[config.mk]
export PLATFORM = sky130hd
export DESIGN_NAME = seg_scan_mux
export DESIGN_NICKNAME = d
export VERILOG_FILES = /design/src/rtl/seg_pkg.sv /design/src/rtl/seg_slot_timer.sv /design/src/rtl/seg_scan_mux.sv
export SDC_FILE = /design/constraint.sdc
export NUM_CORES = 1
export LEC_CHECK = 0
export CAP_MARGIN = 20
export CORE_MARGIN = 4
export CORE_UTILIZATION = 55
export DETAILED_ROUTE_END_ITERATION = 10
export PLACE_DENSITY_LB_ADDON = 0.08
export SLEW_MARGIN = 20
export SYNTH_ARGS = -nofsm -noshare
export SYNTH_HDL_FRONTEND = slang
export SYNTH_SLANG_ARGS = --single-unit
[constraint.sdc]
create_clock -name clk -period 3.9 [get_ports clk]
set_input_delay 0.78 -clock clk [delete_from_list [all_inputs] [get_ports clk]]
set_output_delay 0.78 -clock clk [all_outputs]
set_load 0.05 [all_outputs]
[src/rtl/seg_pkg.sv]
// Shared types and constants for the multiplexed 7-segment scan logic.
package seg_pkg;

    localparam int SEG_NUM_DIGITS = 4;
    localparam int SEG_MAX_DIGITS = 16;

    localparam logic [0:0] ST_GUARD = 1'b0;
    localparam logic [0:0] ST_SHOW  = 1'b1;

    typedef enum logic [0:0] {
        GUARD = ST_GUARD,
        SHOW  = ST_SHOW
    } state_t;

    // All anodes released (active-low); sliced down to the real digit count by users.
    localparam logic [SEG_MAX_DIGITS-1:0] AN_OFF = '1;

    function automatic int seg_max3(input int a, input int b, input int c);
        int m;
        m = a;
        if (b > m) m = b;
        if (c > m) m = c;
        return m;
    endfunction

endpackage

[src/rtl/seg_slot_timer.sv]
// Down-counter timing one scan slot; done is high while the count sits at zero.
module seg_slot_timer #(
    parameter int              CW      = 2,
    parameter logic [CW-1:0]   RST_VAL = '0
) (
    input  logic          clk,
    input  logic          rst_n,
    input  logic          load,
    input  logic [CW-1:0] load_val,
    output logic          done
);

    logic [CW-1:0] cnt;

    // Reset behaves as a fresh entry into the first guard slot.
    always_ff @(posedge clk) begin
        if (!rst_n) begin
            cnt <= RST_VAL;
        end else if (load) begin
            cnt <= load_val;
        end else if (cnt != '0) begin
            cnt <= cnt - CW'(1);
        end
    end

    assign done = (cnt == '0);

endmodule

[src/rtl/seg_scan_mux.sv]
// Scans a shadow-buffered multi-digit word onto one shared 7-segment bus
// with guard gaps, blanking and leading-zero suppression.
import seg_pkg::*;

module seg_scan_mux #(
    parameter int NUM_DIGITS   = SEG_NUM_DIGITS,
    parameter int REFRESH_DIV  = 100000,
    parameter int GUARD_CYCLES = 16
) (
    input  logic                    clk,
    input  logic                    rst_n,
    input  logic                    load,
    input  logic [4*NUM_DIGITS-1:0] value,
    input  logic [NUM_DIGITS-1:0]   dp_mask,
    input  logic [NUM_DIGITS-1:0]   blank_mask,
    input  logic                    lz_en,
    output logic [3:0]              y,
    output logic [NUM_DIGITS-1:0]   an,
    output logic                    dp_n,
    output logic                    frame_start,
    output logic                    pending
);

    localparam int IW = $clog2(NUM_DIGITS);
    localparam int CW = $clog2(seg_max3(REFRESH_DIV, GUARD_CYCLES, 2));

    localparam logic [IW-1:0] IDX_LAST   = IW'(NUM_DIGITS - 1);
    localparam logic [CW-1:0] SHOW_LOAD  = CW'(REFRESH_DIV - 1);
    localparam logic [CW-1:0] GUARD_LOAD = (GUARD_CYCLES > 0) ? CW'(GUARD_CYCLES - 1) : '0;
    localparam logic [NUM_DIGITS-1:0] AN_ALL_OFF = AN_OFF[NUM_DIGITS-1:0];
    localparam logic [NUM_DIGITS-1:0] AN_ONE     = {{(NUM_DIGITS-1){1'b0}}, 1'b1};

    state_t                  state, state_nx;
    logic [IW-1:0]           idx, idx_nx;
    logic [4*NUM_DIGITS-1:0] shadow, word, word_nx;
    logic [NUM_DIGITS-1:0]   sh_dp, dp_reg, dp_nx;
    logic                    tmr_done, tmr_load, guard_done;
    logic [CW-1:0]           tmr_val;
    logic                    enter_show, enter_frame, commit, dark_nx;

    // A digit is dark when blanked, or when lz suppression applies: it and every
    // more-significant nibble are zero. Digit 0 always stays lit under lz.
    function automatic logic digit_dark(
        input logic [4*NUM_DIGITS-1:0] w,
        input logic [IW-1:0]           i,
        input logic [NUM_DIGITS-1:0]   blank,
        input logic                    lz
    );
        logic upper_zero;
        upper_zero = 1'b1;
        for (int k = 0; k < NUM_DIGITS; k++) begin
            if (k >= int'(i) && w[4*k +: 4] != 4'd0) upper_zero = 1'b0;
        end
        return blank[i] || (lz && (i != '0) && upper_zero);
    endfunction

    function automatic logic [IW-1:0] idx_inc(input logic [IW-1:0] i);
        return (i == IDX_LAST) ? '0 : i + IW'(1);
    endfunction

    seg_slot_timer #(
        .CW      (CW),
        .RST_VAL (GUARD_LOAD)
    ) u_timer (
        .clk      (clk),
        .rst_n    (rst_n),
        .load     (tmr_load),
        .load_val (tmr_val),
        .done     (tmr_done)
    );

    assign guard_done = (GUARD_CYCLES == 0) || tmr_done;

    always_comb begin
        state_nx   = state;
        idx_nx     = idx;
        enter_show = 1'b0;
        tmr_load   = 1'b0;
        tmr_val    = SHOW_LOAD;
        case (state)
            GUARD: begin
                if (guard_done) begin
                    state_nx   = SHOW;
                    idx_nx     = idx_inc(idx);
                    enter_show = 1'b1;
                    tmr_load   = 1'b1;
                    tmr_val    = SHOW_LOAD;
                end
            end
            SHOW: begin
                if (tmr_done) begin
                    tmr_load = 1'b1;
                    if (GUARD_CYCLES == 0) begin
                        state_nx   = SHOW;
                        idx_nx     = idx_inc(idx);
                        enter_show = 1'b1;
                        tmr_val    = SHOW_LOAD;
                    end else begin
                        state_nx = GUARD;
                        tmr_val  = GUARD_LOAD;
                    end
                end
            end
            default: begin
                state_nx = GUARD;
                tmr_load = 1'b1;
                tmr_val  = GUARD_LOAD;
            end
        endcase
    end

    // The commit lands on the same edge as the digit-0 slot entry, so the new
    // word is already what that slot latches onto the bus.
    assign enter_frame = enter_show && (idx_nx == '0);
    assign commit      = enter_frame && pending;
    assign word_nx     = commit ? shadow : word;
    assign dp_nx       = commit ? sh_dp  : dp_reg;
    assign dark_nx     = digit_dark(word_nx, idx_nx, blank_mask, lz_en);

    always_ff @(posedge clk) begin
        if (!rst_n) begin
            state       <= GUARD;
            idx         <= IDX_LAST;
            shadow      <= '0;
            sh_dp       <= '0;
            word        <= '0;
            dp_reg      <= '0;
            pending     <= 1'b0;
            y           <= 4'd0;
            an          <= AN_ALL_OFF;
            dp_n        <= 1'b1;
            frame_start <= 1'b0;
        end else begin
            state       <= state_nx;
            idx         <= idx_nx;
            word        <= word_nx;
            dp_reg      <= dp_nx;
            frame_start <= enter_frame;
            if (load) begin
                shadow <= value;
                sh_dp  <= dp_mask;
            end
            pending <= load | (pending & ~commit);

            if (enter_show) begin
                y    <= word_nx[4*idx_nx +: 4];
                an   <= dark_nx ? AN_ALL_OFF : ~(AN_ONE << idx_nx);
                dp_n <= dark_nx ? 1'b1 : ~dp_nx[idx_nx];
            end else if (state_nx == GUARD) begin
                an   <= AN_ALL_OFF;
                dp_n <= 1'b1;
            end
        end
    end

endmodule

After elaboration in Yosys (flattened, before gate mapping)
Cells that the tools add are included.
{ "op_classes": {"addsub": 2, "multipliers": 0, "n_div": 0, "magnitude_cmp": 4, "n_eq_ne": 2, "n_shift": 2, "n_mux": 27, "bitwise": 6, "n_reduce_logical": 17} }
{ "op_table": {"columns": ["cell", "count"], "rows": [
  ["2-to-1 mux 17 bit", 3],
  ["one-hot mux 17 bit (2 select lines)", 1],
  ["zero test 17 bit", 1],
  ["nonzero test 17 bit", 1],
  ["subtractor 17 x 1 -> 17 bit (second input constant)", 1],
  ["2-to-1 mux 16 bit", 1],
  ["2-to-1 mux 4 bit", 4],
  ["nonzero test 4 bit", 4],
  ["variable part select 16 x 5 -> 4 bit", 1],
  ["2-to-1 mux 1 bit", 12],
  ["logical AND 1 bit", 7],
  ["2-to-1 mux 2 bit", 3],
  ["binary-select mux 1 bit (select 2 bit)", 2],
  [">= comparator 1 x 2 -> 1 bit (first input constant)", 2],
  ["inverter 4 bit", 1],
  ["nonzero test 2 bit", 2],
  ["<< shifter 1 x 2 -> 4 bit (first input constant)", 1],
  ["< comparator 2 x 3 -> 1 bit (second input constant)", 1],
  ["inverter 1 bit", 3],
  ["adder 2 x 1 -> 2 bit (second input constant)", 1],
  ["equality test 2 bit (second input constant)", 1],
  [">= comparator 2 bit (first input constant)", 1],
  ["zero test 2 bit", 1],
  ["inequality test 2 x 1 -> 1 bit (second input constant)", 1],
  ["4 further kinds", 4]
]} }
{ "totals": {"reg_bits": 71, "latch_bits": 0, "ramBits": 0, "mem_bits_ro": 0, "inputBits": 28, "output_inout_bits": 11, "elab_cells": 72, "mem_count": 0} }

Longest topological paths before layout
Gate-level depths: netlist (run 1).
{ "logic_depth": {"word_depth": 18, "depth_mapped": 14, "depth_no_buf": 12} }

Modules after synthesis
A second synthesis (run 1) with hierarchy kept.
{ "unflattened": {"cells_unflattened": 390, "area_unflattened_um2": 3463.3} }
{ "by_module_without_submodules": {"columns": ["module", "instances", "cells_each", "area_per_inst_um2", "seq_area_each_um2"], "rows": [
  ["seg_scan_mux", 1, 285, 2551.2, 1081.0],
  ["seg_slot_timer", 1, 105, 912.1, 340.3]
]} }

Least setup slack after synthesis (run 1)
No wires, ideal clock.
{ "synth_path": {"path_type": "flip-flop to flip-flop", "startpoint": "register u_timer.cnt[7]", "endpoint": "register dp_n", "setup_ps": 122, "t_arrival_ps": 3370, "required_time_ps": 3778, "setup_slack_ps": 408, "stages_incl_launch_ff": 15, "n_path_buf": 2, "period_less_slack_ps": 3492, "cell_sequence": "dfxtp_1 or3_4 or3_1 buf_2 nor3_1 nand4_1 inv_1 ha_1 clkbuf_1 nand2b_1 a2111oi_0 mux2i_1 o311a_1 a311o_1 o32a_1"} }
{ "synth_between": {"word_cells_on_any_way": 38, "cone_classes": "3 x order compare; 1 x eq/ne; 18 x mux; 1 x bitwise; 15 x reduce/logical"} }
{ "synth_lines": {"columns": ["element", "line_no", "rtl"], "rows": [
  ["start: declaration", "seg_slot_timer.sv:13", "logic [CW-1:0] cnt;"],
  ["start signal: assignment", "seg_slot_timer.sv:20", "cnt <= load_val;"],
  ["start signal: assignment", "seg_slot_timer.sv:22", "cnt <= cnt - CW'(1);"],
  ["zero test 17 bit *", "seg_slot_timer.sv:26", "assign done = (cnt == '0);"],
  ["2-to-1 mux 1 bit *", "seg_scan_mux.sv:82", "if (guard_done) begin"],
  ["2-to-1 mux 1 bit *", "seg_scan_mux.sv:80", "case (state)"],
  ["net enter_show", "seg_scan_mux.sv:39", "logic enter_show, enter_frame, commit, dark_nx;"],
  ["logical AND 1 bit", "seg_scan_mux.sv:114", "assign enter_frame = enter_show && (idx_nx == '0);"],
  ["logical AND 1 bit", "seg_scan_mux.sv:115", "assign commit = enter_frame && pending;"],
  ["2-to-1 mux 16 bit", "seg_scan_mux.sv:116", "assign word_nx = commit ? shadow : word;"],
  ["nonzero test 4 bit", "seg_scan_mux.sv:52", "if (k >= int'(i) && w[4*k +: 4] != 4'd0) upper_zero = 1'b0;"],
  ["logical AND 1 bit", "seg_scan_mux.sv:52", null],
  ["2-to-1 mux 1 bit (4 in series)", "seg_scan_mux.sv:52", null],
  ["logical AND 1 bit", "seg_scan_mux.sv:54", "return blank[i] || (lz && (i != '0) && upper_zero);"],
  ["logical OR 1 bit", "seg_scan_mux.sv:54", null],
  ["2-to-1 mux 1 bit", "seg_scan_mux.sv:148", "dp_n <= dark_nx ? 1'b1 : ~dp_nx[idx_nx];"],
  ["2-to-1 mux 1 bit", "seg_scan_mux.sv:145", "if (enter_show) begin"],
  ["end signal: assignment", "seg_scan_mux.sv:148", null],
  ["end: declaration", "seg_scan_mux.sv:19", "output logic dp_n,"]
]} }
The timed path passes the listed nets; every way through them passes the cells marked *. The select of a mux whose other input is x is not followed.
A chain may end at the register's enable or synchronous reset.

Worst setup path in the final report (run 1)
Ends and elaborated chain as after synthesis.

==> summary.md, run 1 <==
| Metric | Value |
|---|---|
| FILL cells | `468` |
| Cts hold-fix bufs | `0` |
| Number of global-route vias before repair | `2,251` |
| Mean instance size in the synthesized netlist | `8.748 sq um` |
| Via-to-Cell Ratio | `5.518` |
| Post-Route M1 WL | `3388 um` |
| DRT antenna net count | `0` |
| Pwr dens | `385.4 nW/um^2` |
| DR top layer | `met4` |
| Initial antenna violation count | `0` |
| First-pass GRT wire length | `10,720 um` |
| Prevailing post-synth register cell | `dfxtp_1` |
| Hpwl dp | `4820 um` |
| Crit-path max FO | `8` |
| CTS Buf Count | `9` |
| DRC errors left | `0` |
| Number of flip-flops in the largest register | `17` |
| Setup TNS | `0 ns` |
| Wirelength per Cell | `14.22 um` |
| Fin cells | `463` |
| Status | `completed` |
| Reg-to-reg startpoint | `u_timer.cnt[7]$_SDFF_PN0_` |
| Final WL | `6584 um` |
| Overall Power | `1.427 mW` |
| Top flop regs | `u_timer.cnt: 17 flops, shadow: 16 flops, word: 16 flops` |
| Gr usage total | `0.2082` |
| Clock sinks | `71` |
| IO Port Bufs | `38` |
| Synth-to-layout area growth | `20.54%` |
| Hold Vio Cnt, Final | `0` |
| Top cells by count, synth | `71 x dfxtp_1, 61 x nand2_1, 42 x nor2_1` |
| CP startpoint | `u_timer.cnt[7]$_SDFF_PN0_` |
| Synth Instances | `351` |
| Pre-antenna DRT Iters | `5` |
| Overflow left after global routing | `0` |
| Most flop-heavy register | `u_timer.cnt` |
| Mapped Nets | `384` |
| Psw | `0.3289 mW` |
| Leak Pwr | `1.388 nW` |
| Worst Path Class, Setup | `register to register` |
| Post-synth ARST share | `0` |
| Yosys top cell area share | `0.4629` |
| Clock Skew | `0.01308 ns` |
| Achievable clock frequency | `278.3 MHz` |
| 1st-iter DRT viols | `185` |
| Clock root buffer master | `clkbuf_8` |
| Post-synth EDFFs | `0` |
| CP Data Arrival Time | `3.84 ns` |
| Sw frac | `0.2306` |
| Combinational share of power | `0.058` |
| Post-CTS Setup Bufs | `0` |
| Max-slew headroom | `0.4827` |
| Post-synthesis register bit count | `71` |
| Placed instance count | `447` |
| Worst R2R End | `dp_n$_SDFFE_PN1P_` |
| CTS tree | `built` |
| Int Power | `1.098 mW` |
| Met3 routed WL | `442 um` |
| Required @ worst endpoint | `4.15 ns` |
| HP Class | `register to register` |
| CP Capture Type | `register` |
| Sequential power share | `0.527` |
| Layout cells sized above 1 | `0.06870` |
| H-Tree Depth | `3` |
| Nets | `421` |
| Utilization after layout | `0.7023` |
| Unique masters post-synth | `47` |
| Reg2Reg Depth | `12` |
| CP Launch Type | `register` |
| Share of the cycle needed by the critical path after routing | `0.9214` |
| RSZ-0062 raised after global routing | `no` |
| DIE AREA | `6842 sq um` |
| Clock Latency Late Sink | `0.35 ns` |
| Crit-path cells | `or3_4 > or3_1 > nor3_1 > nand4_1 > inv_1 > ha_1 > nand2b_1 > a2111oi_0 > mux2i_1 > o311a_1 > a311o_1 > o32a_1` |
| Vert. Die Dim | `82.72 um` |
| Actual slew at the worst max-slew pin | `0.7689 ns` |
| Routed length on met2 | `2605 um` |
| CTS clk-pin slew, worst paths | `0.08 ns` |
| Vias | `2,555` |
| Setup violators final | `0` |
| Clk pwr share | `0.416` |
| R2r setup slk | `0.31 ns` |
| Row count | `26` |
| CP max stage delay | `0.43 ns` |
| Initial Util | `0.5826` |
| Synth area leaders | `dfxtp_1 46%, mux2i_1 9.5%, nand2_1 7.5%, nor2_1 5.1%, a21oi_1 3.6%` |
| Hold WS | `0.4056 ns` |
| Seq/Total Area, Yosys | `0.4629` |
| Synth warnings | `0` |
| Core area | `5270 sq um` |
| Antenna fix cells | `0` |
| Critical Path End | `dp_n$_SDFFE_PN1P_` |
| Maximum root-to-sink buffer count | `2` |
| Minimum clock period | `3.594 ns` |
| CP max stage cell | `or3_1` |
| Post_cts resized | `0` |
| Max_cap viols | `0` |
| Slew Limit Fails | `0` |
| Final GP Congestion | `0.9276` |
| Die Span X | `82.72 um` |
| Largest net degree at the start of global routing | `45` |
| Cell with the most instances after synthesis | `dfxtp_1` |
| IO Pins | `39` |
| Cell Area, Synth | `3070 sq um` |
| Yosys top cell by area | `dfxtp_1` |
| Worst vdd ir | `241.3 uV` |
[metal layers]
metal,GRT usage,vias up
li1,-,1300
met2,0.2764,75
met1,0.3095,1164
met5,0,-
met4,0.1046,0
met3,0.04881,16
[critical path, delay by kind of cell (launching register included)]
kind,cells,cell delay [ns]
DFF,1,0.33
muxes,1,0.20
adders and majority gates,1,0.22
and+or+nand+nor,5,1.29
buffers and inverters,1,0.16
AOI/OAI and AO/OA,4,1.28
[stage by stage]
step	cell area, sq um	setup WS (ns)
floorplan	3070	0.4079
global placement	3507	0.4916
detailed placement	3502	0.3775
CTS	3701	0.3635
global route	3701	0.02313
finish	3701	0.3064
[placed cells by master, fill, tap and decap left out, types with 3 or more instances in the layout]
cell type         n
nor2_1           42
nand4_1           3
mux2i_1          29
ha_1              5
nor4_1            5
dfxtp_1          71
clkdlybuf4s50_1  37
xor2_1            5
nor2b_1           5
o21ai_0          13
a21oi_1          22
a31oi_1           5
and2_1            3
xnor2_1          10
buf_4             6
inv_1             6
nand3_1           3
nor3_1            9
clkbuf_8         10
o22a_1            4
nand2_1          61
[layout make-up]
cell class / count / area, sq um / area share
Clock buffer: 11 / 141.4 / 0.03820
Clock inverter: 5 / 57.56 / 0.01555
Tap cell: 70 / 87.58 / 0.02366
Multi-Input combinational cell: 255 / 1546 / 0.4178
Inverter: 7 / 26.28 / 0.007099
Timing Repair Buffer: 44 / 420.4 / 0.1136
Sequential cell: 71 / 1421 / 0.3840
[logic make-up (layout without fill, tap and decap cells)]
family / after synthesis / in the layout / share of synthesized area
flip-flops: 71 / 71 / 0.4629
XOR/XNOR: 15 / 15 / 0.04279
buffers and inverters: 25 / 67 / 0.03341
AO/OA/AOI/OAI: 61 / 61 / 0.1275
AND/OR/NAND/NOR: 143 / 143 / 0.2099
adder cells (fa/ha/maj): 5 / 5 / 0.02037
multiplexers: 31 / 31 / 0.1031
[power groups by stage]
| stage | clock [mW] | combinational (mW) | sequential, mW |
|---|---|---|---|
| CTS | 0.600 | 0.0832 | 0.751 |
| finish | 0.593 | 0.0827 | 0.751 |
| global placement | 0 | 0.0820 | 0.768 |
| detailed placement | 0 | 0.0830 | 0.768 |
| floorplan | 0 | 0.0428 | 0.767 |
| global route | 0.632 | 0.0902 | 0.753 |
[worst min-delay path by stage]
stage,from,end,cells past startpoint
6_report,u_timer.cnt[0]$_SDFF_PN1_,u_timer.cnt[0]$_SDFF_PN1_,1
5_1_grt,u_timer.cnt[0]$_SDFF_PN1_,u_timer.cnt[0]$_SDFF_PN1_,1
4_1_cts,u_timer.cnt[0]$_SDFF_PN1_,u_timer.cnt[0]$_SDFF_PN1_,1
3_5_place_dp,u_timer.cnt[0]$_SDFF_PN1_,u_timer.cnt[0]$_SDFF_PN1_,1
3_3_place_gp,u_timer.cnt[0]$_SDFF_PN1_,u_timer.cnt[0]$_SDFF_PN1_,1
2_1_floorplan,u_timer.cnt[0]$_SDFF_PN1_,u_timer.cnt[0]$_SDFF_PN1_,1
Power figures use the tool's default switching activity.
==> run 2: changes to the inputs <==
CORE_UTILIZATION = 57   (was 55)
CTS_BUF_LIST = sky130_fd_sc_hd__clkbuf_4   (was default)
==> run 2 against run 1 <==
Cell count unchanged; final area down 1.6%; routed wire length down 1.4%; hold slack better by 0.0040 ns; die area down 3.2%; clock power down 21%; critical endpoint unchanged; largest cell class unchanged; highest routed layer unchanged.
==> summary.md, run 2 (same netlist as run 1, synthesis figures left out) <==
| Metric | Value |
|---|---|
| Crit-path max FO | `8 (unchanged)` |
| Setup TNS | `0 ns (unchanged)` |
| Antenna fix cells | `0 (unchanged)` |
| Vias | `2,524 (-1.2%)` |
| HP Class | `register to register` |
| Psw | `0.3257 mW (-1.0%)` |
| Int Power | `0.9808 mW (-11%)` |
| Final GP Congestion | `0.9293 (+0.18%)` |
| Die Span X | `81.40 um (-1.6%)` |
| IO Port Bufs | `38 (unchanged)` |
| Gr usage total | `0.2121 (+0.003862)` |
| Combinational share of power | `0.064 (+0.006)` |
| CP Capture Type | `register` |
| DRC errors left | `0 (unchanged)` |
| Cts hold-fix bufs | `0 (unchanged)` |
| CP Launch Type | `register` |
| Share of the cycle needed by the critical path after routing | `0.8993 (-0.02211)` |
| Overflow left after global routing | `0 (unchanged)` |
| Synth-to-layout area growth | `18.58%` |
| Most frequent cells in the layout | `71 x dfxtp_1, 61 x nand2_1, 42 x nor2_1` |
| Hold Vio Cnt, Final | `0 (unchanged)` |
| Dpl ws | `0.3991 ns (+0.02156 ns)` |
| Actual slew at the worst max-slew pin | `0.6816 ns (-0.08729 ns)` |
| Row count | `26 (unchanged)` |
| Hpwl dp | `4783 um (-0.78%)` |
| Top flop regs | `u_timer.cnt: 17 flops, shadow: 16 flops, word: 16 flops` |
| Clk pwr share | `0.361 (-0.055)` |
| Clock Skew | `0.01479 ns (+0.001712 ns)` |
| Clock root buffer master | `clkbuf_4` |
| Core area | `5172 sq um (-1.9%)` |
| Post_cts resized | `0 (unchanged)` |
| DIE AREA | `6625 sq um (-3.2%)` |
| Sequential power share | `0.575 (+0.048)` |
| Clock Latency Late Sink | `0.43 ns (+0.08 ns)` |
| Commonest non-fill, non-tap cell in the layout | `dfxtp_1` |
| Clock sinks | `71 (unchanged)` |
| Max_cap viols | `0 (unchanged)` |
| CTS tree | `built` |
| PnR worst setup slack | `0.3926 ns (+0.08622 ns)` |
| Hold Path Depth | `1 (unchanged)` |
| Via-to-Cell Ratio | `5.451 (-1.2%)` |
| Largest net degree at the start of global routing | `45 (unchanged)` |
| Final WL | `6490 um (-1.4%)` |
| H-Tree Depth | `3 (unchanged)` |
| Initial antenna violation count | `0 (unchanged)` |
| Pre-antenna DRT Iters | `4 (-1)` |
| Nets | `421 (unchanged)` |
| Reg2Reg Depth | `11 (-1)` |
| Number of flip-flops in the largest register | `17 (unchanged)` |
| CTS clk-pin slew, worst paths | `0.11 ns (+0.03 ns)` |
| Placed instance count | `447 (unchanged)` |
| Worst vdd ir | `231.3 uV (-4.1%)` |
| Status | `completed` |
| Leak Pwr | `1.354 nW (-2.4%)` |
| Max-slew headroom | `0.5414 (+0.05873)` |
| CP Data Arrival Time | `3.82 ns (-0.02 ns)` |
| Sw frac | `0.2493 (+0.01869)` |
| Post-CTS Setup Bufs | `0 (unchanged)` |
| CTS Buf Count | `9 (unchanged)` |
| Vert. Die Dim | `81.40 um (-1.6%)` |
| 1st-iter DRT viols | `184 (-0.54%)` |
| Layout cells sized above 1 | `0.06870 (unchanged)` |
| Number of global-route vias before repair | `2,239 (-0.53%)` |
| Setup violators final | `0 (unchanged)` |
| FF/Latch Area | `1421 sq um (unchanged)` |
| Required @ worst endpoint | `4.22 ns (+0.07 ns)` |
| IO Pins | `39 (unchanged)` |
| Wirelength per Cell | `14.02 um (-1.4%)` |
| Slew Limit Fails | `0 (unchanged)` |
| Pwr dens | `358.8 nW/um^2 (-6.9%)` |
| Initial Util | `0.5936 (+0.01099)` |
| Maximum root-to-sink buffer count | `2 (unchanged)` |
| RSZ-0062 raised after global routing | `no` |
| Achievable clock frequency | `285.1 MHz (+2.5%)` |
| Worst Path Class, Setup | `register to register` |
| Fin cells | `463 (unchanged)` |
| Multi-input gate area | `1546 sq um (unchanged)` |
| Most flop-heavy register | `u_timer.cnt` |
| FILL cells | `420 (-10%)` |
| Minimum clock period | `3.507 ns (-0.08622 ns)` |
| DRT antenna net count | `0 (unchanged)` |
| First-pass GRT wire length | `10,720 um (about the same)` |
==> run 2: cell types whose count changed in the layout (fill, tap and decap cells not counted) <==
cell        previous run  this run
clkbuf_8              10         0
clkbuf_4               0         9
clkinvlp_4             0         2
clkbuf_1               1         0
clkinv_1               0         1
clkinv_2               2         1
clkinv_4               2         1
inv_6                  0         1
==> run 2: worst paths after layout <==
check | from | to | slack, ns
max | u_timer.cnt[7]$_SDFF_PN0_ | dp_n$_SDFFE_PN1P_ | 0.39
min reg2reg | u_timer.cnt[0]$_SDFF_PN1_ | u_timer.cnt[0]$_SDFF_PN1_ | 0.41
max reg2reg | u_timer.cnt[7]$_SDFF_PN0_ | dp_n$_SDFFE_PN1P_ | 0.39
min | u_timer.cnt[0]$_SDFF_PN1_ | u_timer.cnt[0]$_SDFF_PN1_ | 0.41
==> run 2: worst max-delay path, stage by stage (launching register included) <==
cell       delay (ns)
dfxtp_1          0.35
or3_4            0.39
or3_1            0.43
nor3_1           0.16
nand4_1          0.15
ha_1             0.29
nand2b_1         0.20
a2111oi_0        0.40
mux2i_1          0.18
o311a_1          0.17
a311o_1          0.34
o32a_1           0.34
==> run 2: routing by layer <==
layer / global-route usage / vias to the layer above / wire length, um
met5: 0 / - / 0
met3: 0.04102 / 11 / 412
met2: 0.2826 / 69 / 2599
met1: 0.3264 / 1144 / 3366
met4: 0.08953 / 0 / 112
li1: - / 1300 / -
==> run 2: power groups by stage <==
stage / clock, mW / combinational, mW / sequential [mW]
floorplan: 0 / 0.0428 / 0.767
global placement: 0 / 0.0828 / 0.767
detailed placement: 0 / 0.0851 / 0.768
CTS: 0.473 / 0.0854 / 0.751
global route: 0.517 / 0.0923 / 0.754
finish: 0.471 / 0.0839 / 0.751
==> run 2: through the flow <==
step                      utilization  power, mW  instance area (sq um)  hold WS (ns)
after floorplan                     -     0.8095                   3070        0.3707
after global routing           0.7039      1.363                   3641        0.4394
after CTS                      0.7049      1.310                   3646        0.4126
after detailed placement       0.6780     0.8527                   3507        0.3836
after global placement         0.6780     0.8499                   3507        0.3845
final                          0.7039      1.306                   3641        0.4095
==> run 2: area by class of cell <==
type                            count  area share
Clock inverter                      7     0.01959
Multi-Input combinational cell    255      0.4247
Clock buffer                        9     0.01856
Tap cell                           70     0.02405
Sequential cell                    71      0.3904
Timing Repair Buffer               44      0.1155
Inverter                            7    0.007216
==> run 3: changes to the inputs <==
CORE_MARGIN = default   (was 4)
CORE_UTILIZATION = 51   (was 57)
HOLD_SLACK_MARGIN = 0.02   (was default)
clock period = 3.2 ns   (was 3.9 ns; I/O delays follow)
==> run 3 against run 2 <==
Final area is 3.9% higher; register-to-register slack got worse by 0.26 ns; highest routed layer unchanged; sequential power grew 22%; critical endpoint unchanged; sequential share of layout area decreased by 1.4 points; via count is 1.3% higher; critical path depth unchanged; setup slack worse by 0.26 ns; non-clock buffer count is 7 higher; clock power grew 20%; global-route usage up 2.1 points; count of clock-buffer cells in the layout rose by 1.
==> summary.md, run 3 (same netlist as run 1, synthesis figures left out) <==
| Metric | Value |
|---|---|
| Slew Limit Fails | `0 (unchanged)` |
| Achievable clock frequency | `325.7 MHz (+14%)` |
| Clock root buffer master | `clkbuf_4` |
| CP Capture Type | `register` |
| Multi-input gate area | `1630 sq um (+5.4%)` |
| Core area | `5642 sq um (+9.1%)` |
| CP Data Arrival Time | `3.39 ns (-0.43 ns)` |
| Pwr dens | `419.9 nW/um^2 (+17%)` |
| DRT antenna net count | `0 (unchanged)` |
| Leak Pwr | `1.394 nW (+3.0%)` |
| Final WL | `6590 um (+1.5%)` |
| CP max stage cell | `or3_1` |
| Psw | `0.3847 mW (+18%)` |
| Clock Skew | `0.01575 ns (+0.0009580 ns)` |
| CTS tree | `built` |
| Commonest non-fill, non-tap cell in the layout | `dfxtp_1` |
| Row count | `27 (+3.8%)` |
| Gr usage total | `0.2335 (+0.02146)` |
| Clock Latency Late Sink | `0.42 ns (about the same)` |
| Layout cells sized above 1 | `0.1100 (+0.04130)` |
| CTS Buf Count | `9 (unchanged)` |
| Initial Util | `0.5442 (-0.04937)` |
| Minimum clock period | `3.070 ns (-0.4374 ns)` |
| Vias | `2,557 (+1.3%)` |
| Combinational share of power | `0.066 (+0.002)` |
| IO Port Bufs | `38 (unchanged)` |
| Worst vdd ir | `280.7 uV (+21%)` |
| Overall Power | `1.588 mW (+22%)` |
| Clock sinks | `71 (unchanged)` |
| Sw frac | `0.2422 (-0.007071)` |
| H-Tree Depth | `3 (unchanged)` |
| Maximum root-to-sink buffer count | `2 (unchanged)` |
| Most flop-heavy register | `u_timer.cnt` |
| HP Class | `register to register` |
| Actual slew at the worst max-slew pin | `0.5870 ns (-0.09463 ns)` |
| Die Span X | `79.59 um (-2.2%)` |
| DIE AREA | `6335 sq um (-4.4%)` |
| Antenna fix cells | `0 (unchanged)` |
| Synth-to-layout area growth | `23.19%` |
| Max-slew headroom | `0.6051 (+0.06367)` |
| First-pass GRT wire length | `11,270 um (+5.1%)` |
| CP max stage delay | `0.42 ns (about the same)` |
| Status | `completed` |
| Vert. Die Dim | `79.59 um (-2.2%)` |
| Number of flip-flops in the largest register | `17 (unchanged)` |
| Hold WS | `0.4220 ns (+0.01244 ns)` |
| 1st-iter DRT viols | `172 (-6.5%)` |
| CP Launch Type | `register` |
| FF/Latch Area | `1423 sq um (about the same)` |
| Top flop regs | `u_timer.cnt: 17 flops, shadow: 16 flops, word: 16 flops` |
| Hpwl dp | `4728 um (-1.1%)` |
| Setup violators final | `0 (unchanged)` |
| Hold Vio Cnt, Final | `0 (unchanged)` |
| Crit-path cells | `or3_4 > or3_1 > nor3_2 > nand4_1 > inv_2 > ha_4 > and2_4 > a21bo_1 > mux2_4 > a311o_1 > o32a_1` |
| Required @ worst endpoint | `3.52 ns (-0.70 ns)` |
| Initial antenna violation count | `0 (unchanged)` |
| Pre-antenna DRT Iters | `5 (+1)` |
| IO Pins | `39 (unchanged)` |
| Via-to-Cell Ratio | `5.417 (-0.62%)` |
| DRC errors left | `0 (unchanged)` |
| CTS clk-pin slew, worst paths | `0.11 ns (about the same)` |
| Sequential power share | `0.577 (+0.002)` |
| Worst Path Class, Setup | `register to register` |
| Final GP Congestion | `0.8834 (-4.9%)` |
| Share of the cycle needed by the critical path after routing | `0.9594 (+0.06005)` |
| Wirelength per Cell | `13.96 um (-0.40%)` |
| Most frequent cells in the layout | `70 x dfxtp_1, 61 x nand2_1, 42 x nor2_1` |
| Number of global-route vias before repair | `2,398 (+7.1%)` |
| Max_cap viols | `0 (unchanged)` |
| Largest net degree at the start of global routing | `45 (unchanged)` |
| Nets | `428 (+1.7%)` |
| Clk pwr share | `0.357 (-0.004)` |
| Int Power | `1.204 mW (+23%)` |
| Overflow left after global routing | `0 (unchanged)` |
| FILL cells | `511 (+22%)` |
| Crit-path max FO | `4 (-4)` |
[run 3: timing repair]
action | CTS | global route
buffers inserted | 0 | 1
resized for setup | 0 | 7
hold buffers | 0 | 0
setup endpoints to repair | 0 | 3
hold endpoints to repair | 0 | 0
[run 3: per-layer routing]
layer	up-vias	global-route usage	wire, um
li1	1314	-	-
met1	1174	0.3431	3458
met2	56	0.3205	2672
met3	13	0.06286	336
met4	0	0.08909	123
met5	-	0	0
[run 3: layout make-up]
type	instances	share of cell area
clock buffers	10	0.01985
clock inverters	6	0.01588
inverters	7	0.006947
multi-input cells	255	0.4310
flip-flops and latches	71	0.3761
well taps	72	0.02382
repair buffers	51	0.1264
[run 3: power by group through the flow]
| stage | logic [mW] | registers (mW) | clock network (mW) |
|---|---|---|---|
| detailed placement | 0.105 | 0.935 | 0 |
| global placement | 0.103 | 0.935 | 0 |
| CTS | 0.106 | 0.915 | 0.576 |
| floorplan | 0.0526 | 0.934 | 0 |
| global route | 0.115 | 0.918 | 0.619 |
| finish | 0.105 | 0.916 | 0.567 |
[run 3: worst paths after layout]
| check | slack [ns] | cells after the start | start | endpoint |
|---|---|---|---|---|
| setup / recovery | 0.13 | 11 | u_timer.cnt[6]$_SDFF_PN0_ | dp_n$_SDFFE_PN1P_ |
| hold / removal | 0.42 | 1 | u_timer.cnt[0]$_SDFF_PN1_ | u_timer.cnt[0]$_SDFF_PN1_ |
| setup reg to reg | 0.13 | 11 | u_timer.cnt[6]$_SDFF_PN0_ | dp_n$_SDFFE_PN1P_ |
| hold reg to reg | 0.42 | 1 | u_timer.cnt[0]$_SDFF_PN1_ | u_timer.cnt[0]$_SDFF_PN1_ |
[run 3: critical path: cells and delay by family (launching register included)]
| family | cells | cell delay (ns) |
|---|---|---|
| AND/OR/NAND/NOR | 5 | 1.24 |
| adder cells (fa/ha/maj) | 1 | 0.16 |
| AO/OA/AOI/OAI | 3 | 0.78 |
| buffers and inverters | 1 | 0.13 |
| multiplexers | 1 | 0.31 |
| flip-flops | 1 | 0.35 |
[run 3: per-stage QoR]
| stage | area (sq um) | setup slack (ns) | cells | utilization | TNS (ns) |
|---|---|---|---|---|---|
| 6_report | 3782 | 0.1300 | 472 | 0.6704 | 0 |
| 5_1_grt | 3782 | -0.002912 | 472 | 0.6704 | -0.002912 |
| 4_1_cts | 3744 | 0.007122 | 471 | 0.6636 | 0 |
| 3_5_place_dp | 3608 | 0.03648 | 455 | 0.6396 | 0 |
| 3_3_place_gp | 3608 | 0.1187 | 455 | 0.6396 | 0 |
| 2_1_floorplan | 3141 | 0.01372 | 351 | - | 0 |
